$ cat config.mk
export PLATFORM = sky130hd
export DESIGN_NAME = imem_boot_loader
export DESIGN_NICKNAME = d
export VERILOG_FILES = /design/src/rtl/imem_boot_loader.sv
export SDC_FILE = /design/constraint.sdc
export NUM_CORES = 1
export LEC_CHECK = 0
export ABC_AREA = 1
export CAP_MARGIN = 30
export CELL_PAD_IN_SITES_DETAIL_PLACEMENT = 1
export CELL_PAD_IN_SITES_GLOBAL_PLACEMENT = 1
export CORE_MARGIN = 8
export CORE_UTILIZATION = 47
export DETAILED_ROUTE_END_ITERATION = 10
export DONT_BUFFER_PORTS = 1
export GPL_TIMING_DRIVEN = 0
export PLACE_DENSITY_LB_ADDON = 0.08
export SLEW_MARGIN = 20
export SYNTH_ARGS = -nofsm -noshare
export SYNTH_HDL_FRONTEND = slang
export SYNTH_SLANG_ARGS = --single-unit
$ cat constraint.sdc
create_clock -name clk_i -period 2.82 [get_ports clk_i]
set_input_delay 0.423 -clock clk_i [delete_from_list [all_inputs] [get_ports clk_i]]
set_output_delay 0.423 -clock clk_i [all_outputs]
set_load 0.05 [all_outputs]
$ cat src/rtl/imem_boot_loader.sv
// imem_boot_loader: assembles a length-framed byte stream into ICCM words and flags completion.
// Optional trailing checksum word is compiled in when LOADER_CHECKSUM_EN is defined.
module imem_boot_loader #(
   parameter int unsigned DATA_WIDTH     = 32,
   parameter int unsigned ADDR_WIDTH     = 12,
   parameter int unsigned NUM_SRC        = 2,
   parameter int unsigned TIMEOUT_CYCLES = 1_000_000,
   localparam int unsigned SEL_W         = (NUM_SRC > 1) ? $clog2(NUM_SRC) : 1
) (
   input  logic                    clk_i,
   input  logic                    rst_ni,
   input  logic [SEL_W-1:0]        src_sel_i,
   input  logic [NUM_SRC-1:0]      rx_dv_i,
   input  logic [NUM_SRC*8-1:0]    rx_byte_i,
   input  logic                    restart_i,
   output logic                    we_o,
   output logic [ADDR_WIDTH-1:0]   addr_o,
   output logic [DATA_WIDTH-1:0]   wdata_o,
   output logic                    busy_o,
   output logic                    done_o,
   output logic                    err_o
);

   localparam int unsigned NB  = DATA_WIDTH / 8;
   localparam int unsigned BCW = (NB > 1) ? $clog2(NB) : 1;
   localparam int unsigned TCW = (TIMEOUT_CYCLES > 1) ? $clog2(TIMEOUT_CYCLES) : 1;
   localparam int unsigned LW  = ADDR_WIDTH + 1;
   localparam logic [BCW-1:0] LAST_BYTE = BCW'(NB - 1);
   localparam logic [TCW-1:0] TO_LAST   = TCW'(TIMEOUT_CYCLES - 1);

   if ((DATA_WIDTH % 8) != 0 || DATA_WIDTH < 8 || DATA_WIDTH > 64 || NUM_SRC < 1) begin : g_param_check
      $error("imem_boot_loader: unsupported DATA_WIDTH or NUM_SRC");
   end

   typedef enum logic [2:0] {
      S_IDLE,
      S_HDR,
      S_DATA,
`ifdef LOADER_CHECKSUM_EN
      S_CSUM,
`endif
      S_DONE,
      S_ERR
   } state_e;

   state_e                state_q;
   logic [SEL_W-1:0]      sel_q;
   logic [SEL_W-1:0]      sel;
   logic                  acc;
   logic [7:0]            byte_in;
   logic [BCW-1:0]        byte_cnt_q;
   logic [DATA_WIDTH-1:0] shreg_q;
   logic [DATA_WIDTH-1:0] word_nxt;
   logic                  word_end;
   logic [LW-1:0]         len_q;
   logic [LW-1:0]         wr_cnt_q;
   logic [TCW-1:0]        idle_q;
   logic [64:0]           len_ext;
   logic                  len_zero;
   logic                  len_too_big;
   logic                  in_frame;
`ifdef LOADER_CHECKSUM_EN
   logic [DATA_WIDTH-1:0] csum_q;
`endif

   always_comb begin
      sel     = (state_q == S_IDLE) ? src_sel_i : sel_q;
      acc     = 1'b0;
      byte_in = '0;
      for (int unsigned k = 0; k < NUM_SRC; k++) begin
         if (32'(sel) == k) begin
            acc     = rx_dv_i[k];
            byte_in = rx_byte_i[8*k +: 8];
         end
      end
      if (state_q == S_DONE || state_q == S_ERR) acc = 1'b0;
      in_frame    = (state_q != S_IDLE) && (state_q != S_DONE) && (state_q != S_ERR);
      // Bytes arrive LSB first, so each new byte enters at the top of the shift register.
      word_nxt    = (shreg_q >> 8) | (DATA_WIDTH'(byte_in) << (DATA_WIDTH - 8));
      word_end    = acc && (byte_cnt_q == LAST_BYTE);
      len_ext     = 65'(word_nxt);
      len_zero    = (word_nxt == '0);
      len_too_big = len_ext > (65'(1) << ADDR_WIDTH);
   end

   always_ff @(posedge clk_i or negedge rst_ni) begin
      if (!rst_ni) begin
         state_q    <= S_IDLE;
         sel_q      <= '0;
         byte_cnt_q <= '0;
         shreg_q    <= '0;
         len_q      <= '0;
         wr_cnt_q   <= '0;
         idle_q     <= '0;
         we_o       <= 1'b0;
         addr_o     <= '0;
         wdata_o    <= '0;
         busy_o     <= 1'b0;
         done_o     <= 1'b0;
         err_o      <= 1'b0;
`ifdef LOADER_CHECKSUM_EN
         csum_q     <= '0;
`endif
      end else begin
         we_o <= 1'b0;
         if (acc) begin
            shreg_q    <= word_nxt;
            byte_cnt_q <= word_end ? '0 : byte_cnt_q + 1'b1;
         end

         // Idle watchdog; an accepted byte in the same cycle always wins.
         if (acc) begin
            idle_q <= '0;
         end else if (in_frame) begin
            if (idle_q == TO_LAST) begin
               state_q <= S_ERR;
               busy_o  <= 1'b0;
               err_o   <= 1'b1;
            end else begin
               idle_q <= idle_q + 1'b1;
            end
         end

         case (state_q)
            S_IDLE, S_HDR: begin
               if (acc && state_q == S_IDLE) sel_q <= src_sel_i;
               if (word_end) begin
                  len_q    <= LW'(word_nxt);
                  wr_cnt_q <= '0;
                  addr_o   <= '0;
                  if (len_zero) begin
`ifdef LOADER_CHECKSUM_EN
                     state_q <= S_CSUM;
                     busy_o  <= 1'b1;
`else
                     state_q <= S_DONE;
                     busy_o  <= 1'b0;
                     done_o  <= 1'b1;
`endif
                  end else if (len_too_big) begin
                     state_q <= S_ERR;
                     busy_o  <= 1'b0;
                     err_o   <= 1'b1;
                  end else begin
                     state_q <= S_DATA;
                     busy_o  <= 1'b1;
                  end
               end else if (acc) begin
                  state_q <= S_HDR;
                  busy_o  <= 1'b1;
               end
            end

            S_DATA: begin
               // addr_o trails wr_cnt_q by one cycle so it stays stable during the we_o pulse.
               addr_o <= wr_cnt_q[ADDR_WIDTH-1:0];
               if (word_end) begin
                  we_o     <= 1'b1;
                  wdata_o  <= word_nxt;
                  wr_cnt_q <= wr_cnt_q + 1'b1;
`ifdef LOADER_CHECKSUM_EN
                  csum_q   <= csum_q + word_nxt;
`endif
                  if (wr_cnt_q + 1'b1 == len_q) begin
`ifdef LOADER_CHECKSUM_EN
                     state_q <= S_CSUM;
`else
                     state_q <= S_DONE;
                     busy_o  <= 1'b0;
                     done_o  <= 1'b1;
`endif
                  end
               end
            end

`ifdef LOADER_CHECKSUM_EN
            S_CSUM: begin
               if (word_end) begin
                  busy_o <= 1'b0;
                  if (word_nxt == csum_q) begin
                     state_q <= S_DONE;
                     done_o  <= 1'b1;
                  end else begin
                     state_q <= S_ERR;
                     err_o   <= 1'b1;
                  end
               end
            end
`endif

            S_DONE, S_ERR: begin
               if (restart_i) begin
                  state_q    <= S_IDLE;
                  done_o     <= 1'b0;
                  err_o      <= 1'b0;
                  addr_o     <= '0;
                  byte_cnt_q <= '0;
                  wr_cnt_q   <= '0;
                  idle_q     <= '0;
`ifdef LOADER_CHECKSUM_EN
                  csum_q     <= '0;
`endif
               end
            end

            default: state_q <= S_IDLE;
         endcase
      end
   end

endmodule
**Yosys cells after proc, flatten, opt, wreduce, memory -nomap -nowiden**

Index checks and enable logic that the tools add are counted.

- Eq/ne operators: 14
- $mul: 0
- $lt $le $gt $ge: 1
- Mux-type cells: 57
- Reduce and logical (&&, ||, !) cells: 17
- Bitwise logic cells: 1
- $add $sub $neg: 3
- Shift-type cells: 0
- Div/mod/pow operators: 0

Operator list:

| kind | number |
|---|---|
| 2-to-1 mux 20 bit | 5 |
| 2-to-1 mux 13 bit | 3 |
| one-hot mux 13 bit (3 select lines) | 1 |
| one-hot mux 12 bit (3 select lines) | 1 |
| > comparator 32 x 13 -> 1 bit (second input constant) | 1 |
| logical NOT 32 bit | 1 |
| OR 24 x 32 -> 32 bit | 1 |
| 2-to-1 mux 3 bit | 10 |
| 2-to-1 mux 1 bit | 26 |
| 2-to-1 mux 12 bit | 2 |
| adder 20 x 1 -> 20 bit (second input constant) | 1 |
| == test 20 bit (second input constant) | 1 |
| adder 13 x 1 -> 13 bit (second input constant) | 1 |
| == test 13 bit | 1 |
| inequality test 2 bit (second input constant) | 5 |
| one-hot mux 3 bit (3 select lines) | 1 |
| 2-to-1 mux 2 bit | 4 |
| 2-to-1 mux 8 bit | 1 |
| == test 3 x 2 -> 1 bit (second input constant) | 2 |
| AND reduction 2 bit | 3 |
| AND reduction 6 bit | 1 |
| nonzero test 3 bit | 2 |
| logical AND 1 bit | 4 |
| one-hot mux 1 bit (2 select lines) | 2 |
| 12 further kinds | 13 |

- RAM bits: 0
- Register bits: 132
- Logic and storage cells: 106
- Output and inout bits: 48
- Memories: 0
- ROM bits: 0
- Latch bits: 0
- Bits of input ports: 22

**Longest topological paths before layout**

Gate-level depths: netlist of run 1.

- Depth after elaboration: 9
- Depth in mapped cells: 16
- Depth with buffers taken out: 16

**Worst setup path before layout of run 1**

Ideal clock, no wire load.

- Kind: register to register
- From: reg state_q[0]
- To: reg wr_cnt_q[10]
- Arrival time: 1.851 ns
- Setup time: 0.127 ns
- Data required time: 2.693 ns
- Buffers on the path: 1
- Stages on the path, launching flop included: 14
- Setup slack: 0.841 ns
- Clock period less this slack: 1.979 ns
- Path through: dfrtp_1 > nor2_4 > nand2_1 > nand2_1 > nand2_1 > nand2_1 > nand3_4 > inv_4 > nand2_4 > nand2_1 > nand3_2 > a21oi_2 > buf_6 > o22ai_1

- Longest elaborated chain between the ends: 7
- Elaborated cells between the ends (all ways): 18
- Classes of those cells: eq/ne (7); mux (4); reduce/logical (7)

RTL lines:

| item | line | source |
|---|---|---|
| from (decl) | 46 | `state_e state_q;` |
| from (signal assigned) | 88 | `state_q <= S_IDLE;` |
| from (signal assigned) | 116 | `state_q <= S_ERR;` |
| from (signal assigned) | 136 | `state_q <= S_DONE;` |
| logical NOT 3 bit | 67, 124 |  |
| 2-to-1 mux 1 bit | 67 | `sel = (state_q == S_IDLE) ? src_sel_i : sel_q;` |
| 2-to-1 mux 1 bit | 71 | `if (32'(sel) == k) begin` |
| 2-to-1 mux 1 bit | 76 | `if (state_q == S_DONE \|\| state_q == S_ERR) acc = 1'b0;` |
| logical AND 1 bit | 80 | `word_end = acc && (byte_cnt_q == LAST_BYTE);` |
| inequality test 2 bit (no line) | n/a |  |
| AND reduction 4 bit (no line) | n/a |  |
| to (signal assigned) | 160 | `wr_cnt_q <= wr_cnt_q + 1'b1;` |
| to (decl) | 56 | `logic [LW-1:0] wr_cnt_q;` |

Several ways; a longest one is shown, not always the timed one.
A chain may end at the register's enable or synchronous reset.

**Worst setup path after layout of run 1**

- From: reg state_q[0]
- To: reg len_q[8]

- Longest elaborated chain between the ends: 6
- Elaborated cells between the ends (all ways): 11
- Classes of those cells: eq/ne (3); mux (3); reduce/logical (5)

RTL lines:

| item | line | source |
|---|---|---|
| logical NOT 3 bit | 67, 124 |  |
| 2-to-1 mux 1 bit | 67 |  |
| 2-to-1 mux 1 bit | 71 |  |
| 2-to-1 mux 1 bit | 76 |  |
| logical AND 1 bit | 80 |  |
| AND reduction 2 bit (no line) * | n/a |  |
| to (signal assigned) | 128 | `len_q <= LW'(word_nxt);` |
| to (decl) | 55 | `logic [LW-1:0] len_q;` |

Every way passes the cells marked *; elsewhere a longest branch is shown, timed or not.

==> reports/metrics.cfg, run 1 <==
[timing]
skew_ns=0.0119
clock.fmax_mhz=393
final-max-slew-violation-count=0
setup_slack_ns=0.275
hold_ws_ns=-0.297
grt_setup_unrepaired=no
tns_ns=0
finalCritPeriodShare=0.903
slew_headroom=0.605
worst_slew_pin_slew_ns=0.592
layout_min_cycle_time_ns=2.55
hold_violations=124
setup_viol=0

[logic_synthesis]
syn_area_um2=5940
synthDistinctLibCells=35
synth-seq-cells=124
syn_avg_cell_area_um2=8.05
netlist_instances=738
ys_seq_area_frac=0.522
yosysWarnings=0
synthesis.nets=763

[worst_setup_path]
ff2ff_setup_slack_ns=0.27
crit_type=reg -> reg
crit_chain=nor2_4, nand2_1, nand2_1, nand2_2, nand2_1, nand3_4, nor2_1, nand2_1, clkbuf_1, o21ai_0
arrival_ns=2.86
crit_path_start_kind=flip-flop
cp_top_family=simple AND/OR/NAND/NOR gates
critPathBufInv=1
reg2reg_depth=10
crit_path_end_kind=flip-flop
timing.rr.end=len_q[8]
cp_max_fo=10
cp_common_cell=nand2_1
required_ns=3.14
critical_path.max_stage_delay_ns=0.45
slowest_stage=dfrtp_1
r2r_start=state_q[0]

[cells_and_area]
antenna-diode-count=0
layout-drive-gt1-share=0.0662
layout.nets=782
multiInputGateArea_um2=2400
syn_to_final_growth_pct=14.0
nFillCells=1547
utilization=0.544
seqCellArea_um2=3100

[route]
drc=0
drt_iter0_drc=229
vias_per_cell=5.32
num_vias=5010
detail-route-antenna-nets=0
totalWireLength_um=16900
drtPass1Iterations=4
wire_per_inst_um=18.0

[grt]
grt_overflow=0
grt_usage=0.216
antenna_found_initial=0
grt_pass1_vias=5375
grt_first_pass_wirelength_um=27900
grt_max_degree=125

[floorplanning]
core_um2=12500
die-area_um2=16500
initial_core_util=0.477
die-height_um=128
ioPinCount=70
std_cell_rows=41
die_w_um=128

[clock_network]
root_buffer=clkbuf_16
cts_buffers=17
clock_sinks=124
clk_pin_slew_ns=0.06
cts_tree=yes
insertion_delay_ns=0.42
cts.path.max_buffers=2
h-tree-depth=4
post-cts-setup-buffer-count=0

[run_status]
status=finished with violations
violations=hold timing

[hold_path]
hold_class=in -> async

[placement]
dp_slack_ns=0.229
dpl.hpwl_um=12100
io_buffers=0
gp_congestion=0.828

[power]
p_per_area_nw_per_um2=1170
p_leak_nw=3.21
vdd_drop_max_uv=687

[flow_run]
max-cap-violations=0

report_power, final:
| part | total, mW | switching (mW) | internal, mW |
|---|---|---|---|
| combinational | 2.26 | 1.59 | 0.669 |
| clock | 2.26 | 0.820 | 1.44 |
| sequential | 3.39 | 1.11 | 2.29 |
| total | 7.91 | 3.51 | 4.40 |
state kept, by name, indices dropped and copies added, names as in the netlist:
| register | flops |
|---|---|
| done_o | 1 |
| err_o | 1 |
| idle_q | 20 |
| busy_o | 1 |
| wr_cnt_q | 13 |
| len_q | 13 |
| byte_cnt_q | 2 |
| wdata_o | 32 |
| state_q | 3 |
| addr_o | 12 |
| we_o | 1 |
| shreg_q | 24 |
| sel_q | 1 |
metrics by stage:
step                      std cells  power, mW  instance area [µm²]  hold slack [ns]
after global placement          910       5.51                 6160            0.131
after CTS                       942       7.98                 6770           -0.316
after detailed placement        910       5.66                 6160            0.132
after floorplan                 738       4.88                 5940            0.127
after global routing            942       8.43                 6780           -0.318
final                           942       7.91                 6780           -0.297
final cells by class:
cell class | instances | area share
Multi-Input combinational cell | 503 | 0.355
Clock inverter | 12 | 0.0236
Buffer | 21 | 0.0140
Tap cell | 172 | 0.0318
Sequential cell | 124 | 0.458
Clock buffer | 20 | 0.0674
Inverter | 90 | 0.0502
layout by cell type (no fill, tap or decap), drive strengths merged, types with 10 or more instances in the layout:
cell type  instances
o21ai             92
nor2              61
buf               10
nand4             18
nand2            221
nand3             42
nor3              11
inv               92
dfrtp            124
xor2              11
clkbuf            31
o22ai             11
cells in the mapped netlist:
| cell | number | area share |
|---|---|---|
| buf_1 | 2 | 0.0013 |
| xnor3_1 | 1 | 0.0038 |
| a21oi_2 | 1 | 0.0015 |
| nand2_2 | 1 | 0.0011 |
| nand3_4 | 1 | 0.0029 |
| nor4_1 | 6 | 0.0063 |
| inv_2 | 1 | 0.00063 |
| nand3_2 | 1 | 0.0017 |
| o21ai_0 | 92 | 0.078 |
| o22ai_1 | 11 | 0.012 |
| xor2_1 | 11 | 0.016 |
| o21bai_1 | 2 | 0.0025 |
| nor3b_1 | 1 | 0.0013 |
| o211ai_1 | 1 | 0.0013 |
| xnor2_1 | 6 | 0.0088 |
| buf_6 | 1 | 0.0019 |
| nand3_1 | 40 | 0.034 |
| nand2_1 | 219 | 0.14 |
| a21boi_0 | 1 | 0.0013 |
| dfrtp_1 | 124 | 0.52 |
| nor2_1 | 58 | 0.037 |
| ha_1 | 3 | 0.0063 |
| nand4_1 | 18 | 0.019 |
| a21oi_1 | 7 | 0.0059 |
| clkbuf_1 | 11 | 0.0070 |
| nor2_2 | 1 | 0.0011 |
| nor3_1 | 10 | 0.0084 |
| buf_2 | 7 | 0.0059 |
| nand2_4 | 1 | 0.0019 |
| inv_1 | 88 | 0.056 |
| nor3_4 | 1 | 0.0027 |
| inv_4 | 1 | 0.0011 |
| nor2_4 | 2 | 0.0038 |
| nand3b_1 | 5 | 0.0063 |
| a211oi_1 | 2 | 0.0025 |
cells by family after synthesis:
logic type / share of synthesized area
flops: 0.522
fa+ha+maj: 0.00632
simple gates: 0.265
compound gates: 0.104
buf+inv: 0.0733
xor+xnor: 0.0289
how the worst max path moves through the flow:
stage	from	to	slack, ns	cells after the start
finish	state_q[0]	len_q[8]	0.27	10
global route	state_q[0]	len_q[8]	0.01	10
CTS	state_q[2]	len_q[8]	0.15	8
detailed placement	state_q[2]	len_q[3]	0.23	8
global placement	state_q[2]	wr_cnt_q[10]	0.34	11
floorplan	state_q[0]	wr_cnt_q[10]	0.84	13
layer usage:
layer | share of wire | GRT usage | vias to the layer above
li1 | - | - | 2420
met1 | 0.42 | 0.250 | 2501
met2 | 0.52 | 0.381 | 68
met3 | 0.045 | 0.0621 | 21
met4 | 0.012 | 0.0587 | 0
met5 | 0 | 0 | -
repair_timing:
| item | 4_1_cts | 5_1_grt |
|---|---|---|
| hold endpoints to repair | 124 | 124 |
| endpoints found under the setup margin | 0 | 18 |
| gates resized for setup | 0 | 1 |
(Power assumes the default switching activity.)
==> run 2, diff against run 1 <==
--- a/config.mk
+++ b/config.mk
@@ -19,3 +19,4 @@
 export SYNTH_ARGS = -nofsm -noshare
 export SYNTH_HDL_FRONTEND = slang
 export SYNTH_SLANG_ARGS = --single-unit
+export TNS_END_PERCENT = 30
==> results of run 2 <==
Final layout, timing and power as in run 1 (identical DEF).
==> run 3, diff against run 2 <==
--- a/config.mk
+++ b/config.mk
@@ -15,7 +15,7 @@
 export DONT_BUFFER_PORTS = 1
 export GPL_TIMING_DRIVEN = 0
 export PLACE_DENSITY_LB_ADDON = 0.08
-export SLEW_MARGIN = 20
+export SKIP_LAST_GASP = 1
 export SYNTH_ARGS = -nofsm -noshare
 export SYNTH_HDL_FRONTEND = slang
 export SYNTH_SLANG_ARGS = --single-unit
==> results of run 3 <==
Final layout, timing and power as in run 1 (identical DEF).
